$ cat src/rtl/fir_pkg.sv
`default_nettype none
// ============================================================================
// Module      : fir_pkg
// Description : Shared constants, coefficient table, test-tone sine table
//               and state encoding for the nine-tap low-pass FIR filter.
//               Q1.15 coefficients are symmetric and sum to 32768, so the
//               filter has unity DC gain.
// Revision    : 1.0 - initial release
// ============================================================================
package fir_pkg;

    localparam int WIDTH    = 16;
    localparam int NUM_TAPS = 9;
    localparam int COEFF_W  = 16;
    localparam int ACC_W    = 36;
    localparam int TONE_LEN = 32;

    localparam logic signed [COEFF_W-1:0] COEFFS [NUM_TAPS] = '{
        16'sd512, 16'sd1536, 16'sd3584, 16'sd6144, 16'sd9216,
        16'sd6144, 16'sd3584, 16'sd1536, 16'sd512
    };

    // One full cycle, amplitude 16000, entry i = round(16000*sin(2*pi*i/32)).
    localparam logic signed [WIDTH-1:0] SINE_TABLE [TONE_LEN] = '{
        16'sd0,      16'sd3121,   16'sd6123,   16'sd8889,
        16'sd11314,  16'sd13304,  16'sd14782,  16'sd15693,
        16'sd16000,  16'sd15693,  16'sd14782,  16'sd13304,
        16'sd11314,  16'sd8889,   16'sd6123,   16'sd3121,
        16'sd0,      -16'sd3121,  -16'sd6123,  -16'sd8889,
        -16'sd11314, -16'sd13304, -16'sd14782, -16'sd15693,
        -16'sd16000, -16'sd15693, -16'sd14782, -16'sd13304,
        -16'sd11314, -16'sd8889,  -16'sd6123,  -16'sd3121
    };

    typedef enum logic [1:0] {
        IDLE  = 2'd0,
        MAC   = 2'd1,
        WRITE = 2'd2
    } fir_state_t;

endpackage
`default_nettype wire

$ cat src/rtl/tone_lut.sv
`default_nettype none
// ============================================================================
// Module      : tone_lut
// Description : Built-in sine test-tone source. Presents the current table
//               entry on sample; each step pulse advances a 5-bit index
//               that wraps 31 -> 0. Index resets to 0.
// Ports       : clk    - system clock
//               rst    - asynchronous active-high reset
//               step   - advance to next table entry
//               sample - current tone sample (signed)
// Revision    : 1.0 - initial release
// ============================================================================
module tone_lut
    import fir_pkg::*;
(
    input  logic                    clk,
    input  logic                    rst,
    input  logic                    step,
    output logic signed [WIDTH-1:0] sample
);

    localparam int c_idx_w = $clog2(TONE_LEN);

    logic [c_idx_w-1:0] r_index;

    always_ff @(posedge clk or posedge rst) begin
        if (rst) begin
            r_index <= '0;
        end else if (step) begin
            r_index <= r_index + c_idx_w'(1);
        end
    end

    assign sample = SINE_TABLE[r_index];

endmodule
`default_nettype wire

$ cat src/rtl/fir_lowpass_filter.sv
`default_nettype none
// ============================================================================
// Module      : fir_lowpass_filter
// Description : Nine-tap fixed-coefficient signed low-pass FIR. A rising
//               edge on the enable strobe accepts one sample into the delay
//               line and starts a sequential MAC (one tap per clock). The
//               rounded, saturated result is registered on out. A new accept
//               during MAC/WRITE restarts the MAC and drops the old result.
// Ports       : clk       - system clock
//               rst       - asynchronous active-high reset
//               enable    - sample strobe (level; rising edge accepts)
//               data_in   - signed input sample
//               valid_out - sticky, high once NUM_TAPS samples processed
//               out       - signed filtered sample (registered)
// Config      : FIR_TEST_TONE_EN - internal sine source replaces data_in
// Revision    : 1.0 - initial release
// ============================================================================
module fir_lowpass_filter #(
    parameter int WIDTH    = fir_pkg::WIDTH,
    parameter int NUM_TAPS = fir_pkg::NUM_TAPS
) (
    input  logic                    clk,
    input  logic                    rst,
    input  logic                    enable,
    input  logic signed [WIDTH-1:0] data_in,
    output logic                    valid_out,
    output logic signed [WIDTH-1:0] out
);

    import fir_pkg::*;

    localparam int c_tap_w  = $clog2(NUM_TAPS + 1);
    localparam int c_prod_w = WIDTH + COEFF_W;

    localparam logic [c_tap_w-1:0] c_last_tap  = c_tap_w'(NUM_TAPS - 1);
    localparam logic [c_tap_w-1:0] c_count_max = c_tap_w'(NUM_TAPS);

    // Half an LSB of the Q1.15 product scale, for round-half-up.
    localparam logic signed [ACC_W-1:0] c_round =
        {{(ACC_W-COEFF_W+1){1'b0}}, 1'b1, {(COEFF_W-2){1'b0}}};
    localparam logic signed [ACC_W-1:0] c_out_max =
        {{(ACC_W-WIDTH+1){1'b0}}, {(WIDTH-1){1'b1}}};
    localparam logic signed [ACC_W-1:0] c_out_min =
        {{(ACC_W-WIDTH+1){1'b1}}, {(WIDTH-1){1'b0}}};

    fir_state_t               r_state;
    logic                     r_en_d;
    logic                     w_accept;
    logic [c_tap_w-1:0]       r_tap;
    logic [c_tap_w-1:0]       r_count;
    logic signed [ACC_W-1:0]  r_acc;
    logic signed [WIDTH-1:0]  r_x [NUM_TAPS];
    logic signed [WIDTH-1:0]  w_sample;

    logic signed [WIDTH-1:0]   w_x_tap;
    logic signed [COEFF_W-1:0] w_c_tap;
    logic [c_prod_w-1:0]       w_x_ext;
    logic [c_prod_w-1:0]       w_c_ext;
    logic [c_prod_w-1:0]       w_prod;
    logic signed [ACC_W-1:0]   w_prod_ext;
    logic signed [ACC_W-1:0]   w_sum;
    logic signed [ACC_W-1:0]   w_shift;
    logic signed [WIDTH-1:0]   w_result;

    assign w_accept = enable & ~r_en_d;

    // ------------------------------------------------------------------
    // Sample source
    // ------------------------------------------------------------------
`ifdef FIR_TEST_TONE_EN
    logic w_unused_data_in;
    assign w_unused_data_in = ^data_in;

    tone_lut u_tone_lut (
        .clk    (clk),
        .rst    (rst),
        .step   (w_accept),
        .sample (w_sample)
    );
`else
    assign w_sample = data_in;
`endif

    // ------------------------------------------------------------------
    // Delay line: x[0] is the newest sample
    // ------------------------------------------------------------------
    always_ff @(posedge clk or posedge rst) begin
        if (rst) begin
            for (int i = 0; i < NUM_TAPS; i++) begin
                r_x[i] <= '0;
            end
        end else if (w_accept) begin
            r_x[0] <= w_sample;
            for (int i = 1; i < NUM_TAPS; i++) begin
                r_x[i] <= r_x[i-1];
            end
        end
    end

    // ------------------------------------------------------------------
    // Tap product. Operands are sign-extended to the full product width so
    // the low c_prod_w bits of the unsigned multiply are the exact signed
    // product.
    // ------------------------------------------------------------------
    assign w_x_tap    = r_x[r_tap];
    assign w_c_tap    = COEFFS[r_tap];
    assign w_x_ext    = {{COEFF_W{w_x_tap[WIDTH-1]}}, w_x_tap};
    assign w_c_ext    = {{WIDTH{w_c_tap[COEFF_W-1]}}, w_c_tap};
    assign w_prod     = w_x_ext * w_c_ext;
    assign w_prod_ext = {{(ACC_W-c_prod_w){w_prod[c_prod_w-1]}}, w_prod};

    // ------------------------------------------------------------------
    // Round half up, rescale out of Q1.15, then saturate
    // ------------------------------------------------------------------
    always_comb begin
        w_sum    = r_acc + c_round;
        w_shift  = w_sum >>> (COEFF_W - 1);
        w_result = w_shift[WIDTH-1:0];
        if (w_shift > c_out_max) begin
            w_result = c_out_max[WIDTH-1:0];
        end else if (w_shift < c_out_min) begin
            w_result = c_out_min[WIDTH-1:0];
        end
    end

    // ------------------------------------------------------------------
    // Control FSM, sample counter and registered outputs
    // ------------------------------------------------------------------
    always_ff @(posedge clk or posedge rst) begin
        if (rst) begin
            r_state   <= IDLE;
            r_en_d    <= 1'b0;
            r_tap     <= '0;
            r_acc     <= '0;
            r_count   <= '0;
            out       <= '0;
            valid_out <= 1'b0;
        end else begin
            r_en_d <= enable;
            if (w_accept) begin
                // An accept in any state restarts the MAC on the new window.
                r_acc   <= '0;
                r_tap   <= '0;
                r_state <= MAC;
                if (r_count != c_count_max) begin
                    r_count <= r_count + c_tap_w'(1);
                end
            end else begin
                case (r_state)
                    IDLE: begin
                        r_state <= IDLE;
                    end
                    MAC: begin
                        r_acc <= r_acc + w_prod_ext;
                        if (r_tap == c_last_tap) begin
                            r_state <= WRITE;
                        end else begin
                            r_tap <= r_tap + c_tap_w'(1);
                        end
                    end
                    WRITE: begin
                        out <= w_result;
                        if (r_count == c_count_max) begin
                            valid_out <= 1'b1;
                        end
                        r_state <= IDLE;
                    end
                    default: begin
                        r_state <= IDLE;
                    end
                endcase
            end
        end
    end

endmodule
`default_nettype wire

$ cat config.mk
export PLATFORM = sky130hd
export DESIGN_NAME = fir_lowpass_filter
export DESIGN_NICKNAME = d
export VERILOG_FILES = /design/src/rtl/fir_pkg.sv /design/src/rtl/tone_lut.sv /design/src/rtl/fir_lowpass_filter.sv
export SDC_FILE = /design/constraint.sdc
export NUM_CORES = 1
export LEC_CHECK = 0
export BUFFER_PORTS_ARGS = -buffer_cell sky130_fd_sc_hd__buf_2
export CORE_MARGIN = 8
export CORE_UTILIZATION = 52
export DETAILED_ROUTE_END_ITERATION = 6
export GPL_ROUTABILITY_DRIVEN = 0
export PLACE_DENSITY = 0.65
export SLEW_MARGIN = 20
export SYNTH_ARGS = -nofsm -noshare
export SYNTH_HDL_FRONTEND = slang
export SYNTH_SLANG_ARGS = --single-unit
$ cat constraint.sdc
create_clock -name clk -period 8.18 [get_ports clk]
set_input_delay 0.818 -clock clk [delete_from_list [all_inputs] [get_ports clk]]
set_output_delay 0.818 -clock clk [all_outputs]
set_load 0.05 [all_outputs]
* Yosys cells after proc, flatten, opt, wreduce, memory -nomap -nowiden *
Memory sizes are Yosys's and may differ from the RTL's.
Index checks and enable logic that the tools add are counted.

operators by class
  magnitude comparators = 3
  multipliers = 1
  add/subtract/negate cells = 4
  eq/ne operators = 7
  bitwise operators = 4
  reductions and logical operators = 5
  multiplexer cells = 15

operators with widths
  cell                                                              count
  2-to-1 mux 16 bit                                                 6
  2-to-1 mux 36 bit                                                 2
  binary-select mux 16 bit (select 4 bit)                           1
  adder 36 x 16 -> 36 bit (second input constant)                   1
  adder 36 x 32 -> 36 bit                                           1
  multiplier 16 x 16 -> 32 bit                                      1
  greater-than comparator 21 x 16 -> 1 bit (second input constant)  1
  < comparator 21 x 16 -> 1 bit (second input constant)             1
  2-to-1 mux 4 bit                                                  3
  adder 4 x 1 -> 4 bit (second input constant)                      2
  equality test 4 bit (second input constant)                       2
  2-to-1 mux 2 bit                                                  3
  AND reduction 2 bit                                               3
  greater-or-equal comparator 5 bit (second input constant)         1
  NOT 4 -> 5 bit                                                    1
  != test 4 bit (second input constant)                             1
  != test 3 bit (second input constant)                             1
  AND reduction 3 bit                                               1
  equality test 2 x 1 -> 1 bit (second input constant)              1
  equality test 2 bit (second input constant)                       1
  != test 2 bit (second input constant)                             1
  NOT 1 bit                                                         2
  nonzero test 2 bit                                                1
  AND 1 bit                                                         1

storage, ports and cells
  memory bits (read-only) = 256
  output and inout bits = 17
  memories kept = 1
  flip-flop bits (word level) = 208
  bits of input ports = 19

memory list
  memory           depth  bits a word  read ports  clocked after memory_dff  write ports  line                       text
  (no name shown)  16     16           1           0                         0            fir_lowpass_filter.sv:106  assign w_c_tap = COEFFS[r_tap];

* Logic depth before layout (Yosys ltp) *
  depth in word-level cells = 8
  depth in mapped cells = 26

* Least setup slack after synthesis *
No wires, ideal clock.

  path kind = reg-to-reg
  start = register r_tap[0]
  end = register r_acc[26]
  arrival time = 6.407 ns
  stages on the path, launching flop included = 21
  data required time = 8.058 ns
  setup slack = 1.651 ns
  library setup time = 0.122 ns
  period minus slack after synthesis = 6.529 ns
  cells stage by stage = dfrtp_1 clkbuf_1 nor4b_1 clkbuf_1 nand2_1 o21ai_0 nand2_1 fa_1 inv_1 ha_1 fa_1 fa_1 fa_1 ha_1 ha_1 a211o_1 o211ai_1 a21oi_1 o21a_1 or3_1 a32o_1

between the ends
  word-level cells in the longest chain between the ends = 8
  elaborated cells on any way between the ends = 11
  those cells by class = 1 x add/sub; 1 x mul; 7 x mux; 1 x bitwise; 1 x memory

ends and longest elaborated chain
  element                                                                                      line                                                  text
  from (decl)                                                                                  fir_lowpass_filter.sv:49                              logic [c_tap_w-1:0] r_tap;
  from (signal assigned)                                                                       fir_lowpass_filter.sv:158                             r_tap <= r_tap + c_tap_w'(1);
  NOT 4 -> 5 bit (not written as such) (*)                                                     fir_lowpass_filter.sv:105, fir_lowpass_filter.sv:106
  memory read (16 x 16 bit) / binary-select mux 16 bit (select 4 bit) (equally long branches)  --
  2-to-1 mux 16 bit, on equally long branches (2 in a row)                                     fir_lowpass_filter.sv:106, fir_lowpass_filter.sv:105
  multiplier 16 x 16 -> 32 bit (*)                                                             fir_lowpass_filter.sv:109                             assign w_prod = w_x_ext * w_c_ext;
  adder 36 x 32 -> 36 bit (*)                                                                  fir_lowpass_filter.sv:154                             r_acc <= r_acc + w_prod_ext;
  2-to-1 mux 36 bit (*)                                                                        fir_lowpass_filter.sv:149                             case (r_state)
  2-to-1 mux 36 bit (*)                                                                        fir_lowpass_filter.sv:140                             if (w_accept) begin
  to (signal assigned)                                                                         fir_lowpass_filter.sv:154
  to (decl)                                                                                    fir_lowpass_filter.sv:51                              logic signed [ACC_W-1:0] r_acc;

Mark *: on every way between the ends. The rest lies on a longest branch, timed or not. The select of a mux whose other input is x is not followed.
A chain may end at the register's enable or synchronous reset.

* Worst setup path after layout *
  start = register r_tap[0]
  end = register r_acc[34]

The elaborated chain is that of the path after synthesis.

==> results.sh <==
export IMPL_hp_class="flop to flop"
export IMPL_cts_root_buf="clkbuf_16"
export IMPL_synth_area_leaders="dfrtp_1, nand2_1, fa_1, ha_1, mux4_2"
export IMPL_finalNetCount=1623
export IMPL_cp_common_cell="fa_1"
export IMPL_worstSetupPathType="flop to flop"
export IMPL_synth_top_area_share_pct=37.34
export IMPL_maxCapViolCount=0
export IMPL_rsz0062_at_grt="no"
export IMPL_start_kind="flop"
export IMPL_cts_buffers=17
export IMPL_worst_setup_path_end_kind="flop"
export IMPL_fmax_mhz=137.2
export IMPL_tightest_slew_ps=935.8
export IMPL_dpl_hpwl_mm=20.48
export IMPL_grt_overflow_total=0
export IMPL_antenna_found_initial=0
export IMPL_fillers=2224
export IMPL_min_period_ps=7289
export IMPL_drc_errors=0
export IMPL_syn_area_um2=13340
export IMPL_synthCells=1426
export IMPL_critical_path_top_delay_family="adder cells"
export IMPL_yosysWarnings=0
export IMPL_relSlewSlack_pct=37.61
export IMPL_fp_dieW_um=176.1
export IMPL_placed_cell_area_um2=13810
export IMPL_final_common_cell="nand2_1"
export IMPL_io_pins=36
export IMPL_dieArea_um2=31030
export IMPL_layout_drive_gt1_share_pct=10.06
export IMPL_tns_ps=0
export IMPL_cts_clk_slew_worst_paths_ps=80
export IMPL_diodes=0
export IMPL_drt_pass1_iterations=5
export IMPL_cp_cell_sequence="buf_4 -> nor4b_2 -> buf_4 -> nand2_1 -> o21ai_0 -> nand2_1 -> fa_1 -> inv_1 -> ha_1 -> fa_1 -> fa_1 -> fa_1 -> ha_1 -> ha_1 -> nand2_1 -> nor3_1 -> o211ai_1 -> a21o_1 -> o21ai_0 -> a41oi_1 -> o311ai_0"
export IMPL_drtIter0Drc=620
export IMPL_ys_async_sr_fraction_pct=100.0
export IMPL_cp_arrival_ps=7620
export IMPL_synth_edf_count=0
export IMPL_cts_tree="done"
export IMPL_ys_seq_elements=199
export IMPL_clockBufferDepth=2
export IMPL_crit_fanout=20
export IMPL_die_h_um=176.1
export IMPL_via_count=9661
export IMPL_htreeDepth=4
export IMPL_io_buffers=35
export IMPL_fin_util_pct=57.25
export IMPL_ys_seq_area_share_pct=37.34
export IMPL_synth_flop_cell="dfrtp_1"
export IMPL_final_cell_mix="nand2_1, dfrtp_1, ha_1"
export IMPL_status="finished clean"
export IMPL_multiInputGateArea_um2=7835
export IMPL_grt_max_degree=137
export IMPL_regArea_um2=4981
export IMPL_design_area_um2=14420
export IMPL_skew_ps=18.64
export IMPL_cts_hold_buf=0
export IMPL_synth_largest_area_cell="dfrtp_1"
export IMPL_max_stage_delay_ps=650
export IMPL_setup_viol=0
export IMPL_crit_buf_inv=3
export IMPL_vias_per_cell=5.455
export IMPL_post_cts_buffers=0
export IMPL_min_period_over_period_pct=89.10
export IMPL_grt_pass1_vias=9755
export IMPL_final_antenna_net_count=0
export IMPL_numClockSinks=199
export IMPL_cp_required_ps=8510
export IMPL_cts_resized=0
export IMPL_grt_pass1_wl_mm=49.34
export IMPL_start_util_pct=52.96
export IMPL_drv_slew=0
export IMPL_syn_to_final_growth_pct=8.096
export IMPL_synth_fp_nets=1620
export IMPL_postSynthAreaPerCell_um2=9.352
export IMPL_slowest_stage="dfrtp_2"
export IMPL_core_area_um2=25180
export IMPL_wl_mm=28.76
export IMPL_clk_latency_ps=450
export IMPL_hold_viol_final=0
export IMPL_rows=58
export IMPL_yosysUniqueCellTypes=63
export IMPL_track_usage_pct=19.40
export IMPL_wl_per_cell_um=16.24
==> Yosys cell counts (all sizes together), types with 11 or more instances <==
| cell type | instances |
|---|---|
| a221o | 15 |
| nand2 | 502 |
| xnor2 | 24 |
| a21o | 16 |
| a21oi | 36 |
| nor2 | 75 |
| fa | 73 |
| nand3 | 17 |
| ha | 102 |
| clkbuf | 54 |
| o21ai | 43 |
| inv | 75 |
| xor2 | 13 |
| buf | 13 |
| nand2b | 16 |
| mux2i | 21 |
| mux4 | 32 |
| dfrtp | 199 |
| nor2b | 11 |
==> metal layers <==
metal	share of wire [%]	routed length (µm)	vias to the layer above	GRT usage, %
met5	0	0	-	0
met1	47	13390	4766	25.87
li1	-	-	4717	-
met4	1.2	357	0	4.521
met2	49	14110	149	32.74
met3	3.1	893	29	3.140
==> state kept, by name (all words and copies together) (netlist names) <==
register   cells
out           16
r_tap          4
r_state        2
r_x          144
r_en_d         1
valid_out      1
r_acc         27
r_count        4
==> logic make-up (layout without fill, tap and decap cells) <==
| family | after synthesis | after routing | share of synthesized area (%) |
|---|---|---|---|
| and+or+nand+nor | 664 | 664 | 20.56 |
| DFF | 199 | 199 | 37.34 |
| adders and majority gates | 175 | 175 | 20.53 |
| AOI/OAI and AO/OA | 156 | 156 | 8.069 |
| buffers and inverters | 142 | 157 | 4.090 |
| muxes | 53 | 53 | 6.980 |
| xor gates and xnor gates | 37 | 37 | 2.430 |
==> path summary, 6_finish.rpt <==
path | slack [ps] | start | depth (start not counted) | endpoint
max | 890 | r_tap[0] | 21 | r_acc[34]
min | 460 | valid_out | 1 | valid_out
max reg2reg | 890 | r_tap[0] | 21 | r_acc[34]
min reg2reg | 460 | valid_out | 1 | valid_out
max in group asynchronous | 6220 | rst | 3 | r_x[102]
min in group asynchronous | 590 | rst | 2 | r_count[2]
==> through the flow <==
stage,worst slack [ps],hold slack (ps),cells
global route,428.5,481.5,1771
finish,891.3,455.6,1771
CTS,849.1,461.1,1771
detailed placement,954.8,442.9,1740
floorplan,1651,445.4,1426
global placement,1040,439.7,1740
==> layout make-up <==
cell class	count	area share, %
Clock inverter	14	1.232
Inverter	75	2.005
Tap cell	330	2.864
Timing Repair Buffer	51	2.048
Multi-Input combinational cell	1085	54.35
Sequential cell	199	34.55
Clock buffer	17	2.951
==> worst register-to-register path, cell delays in order, from the launching register on <==
cell,delay [ps]
dfrtp_2,650
buf_4,320
nor4b_2,610
buf_4,310
nand2_1,70
o21ai_0,270
nand2_1,200
fa_1,600
inv_1,50
ha_1,310
fa_1,510
fa_1,570
fa_1,420
ha_1,310
ha_1,340
nand2_1,150
nor3_1,180
o211ai_1,210
a21o_1,230
o21ai_0,390
a41oi_1,180
o311ai_0,290
Power is left out: the tool's default activity adds up to more than one toggle a clock period on the data nets, which glitch-free logic cannot reach.
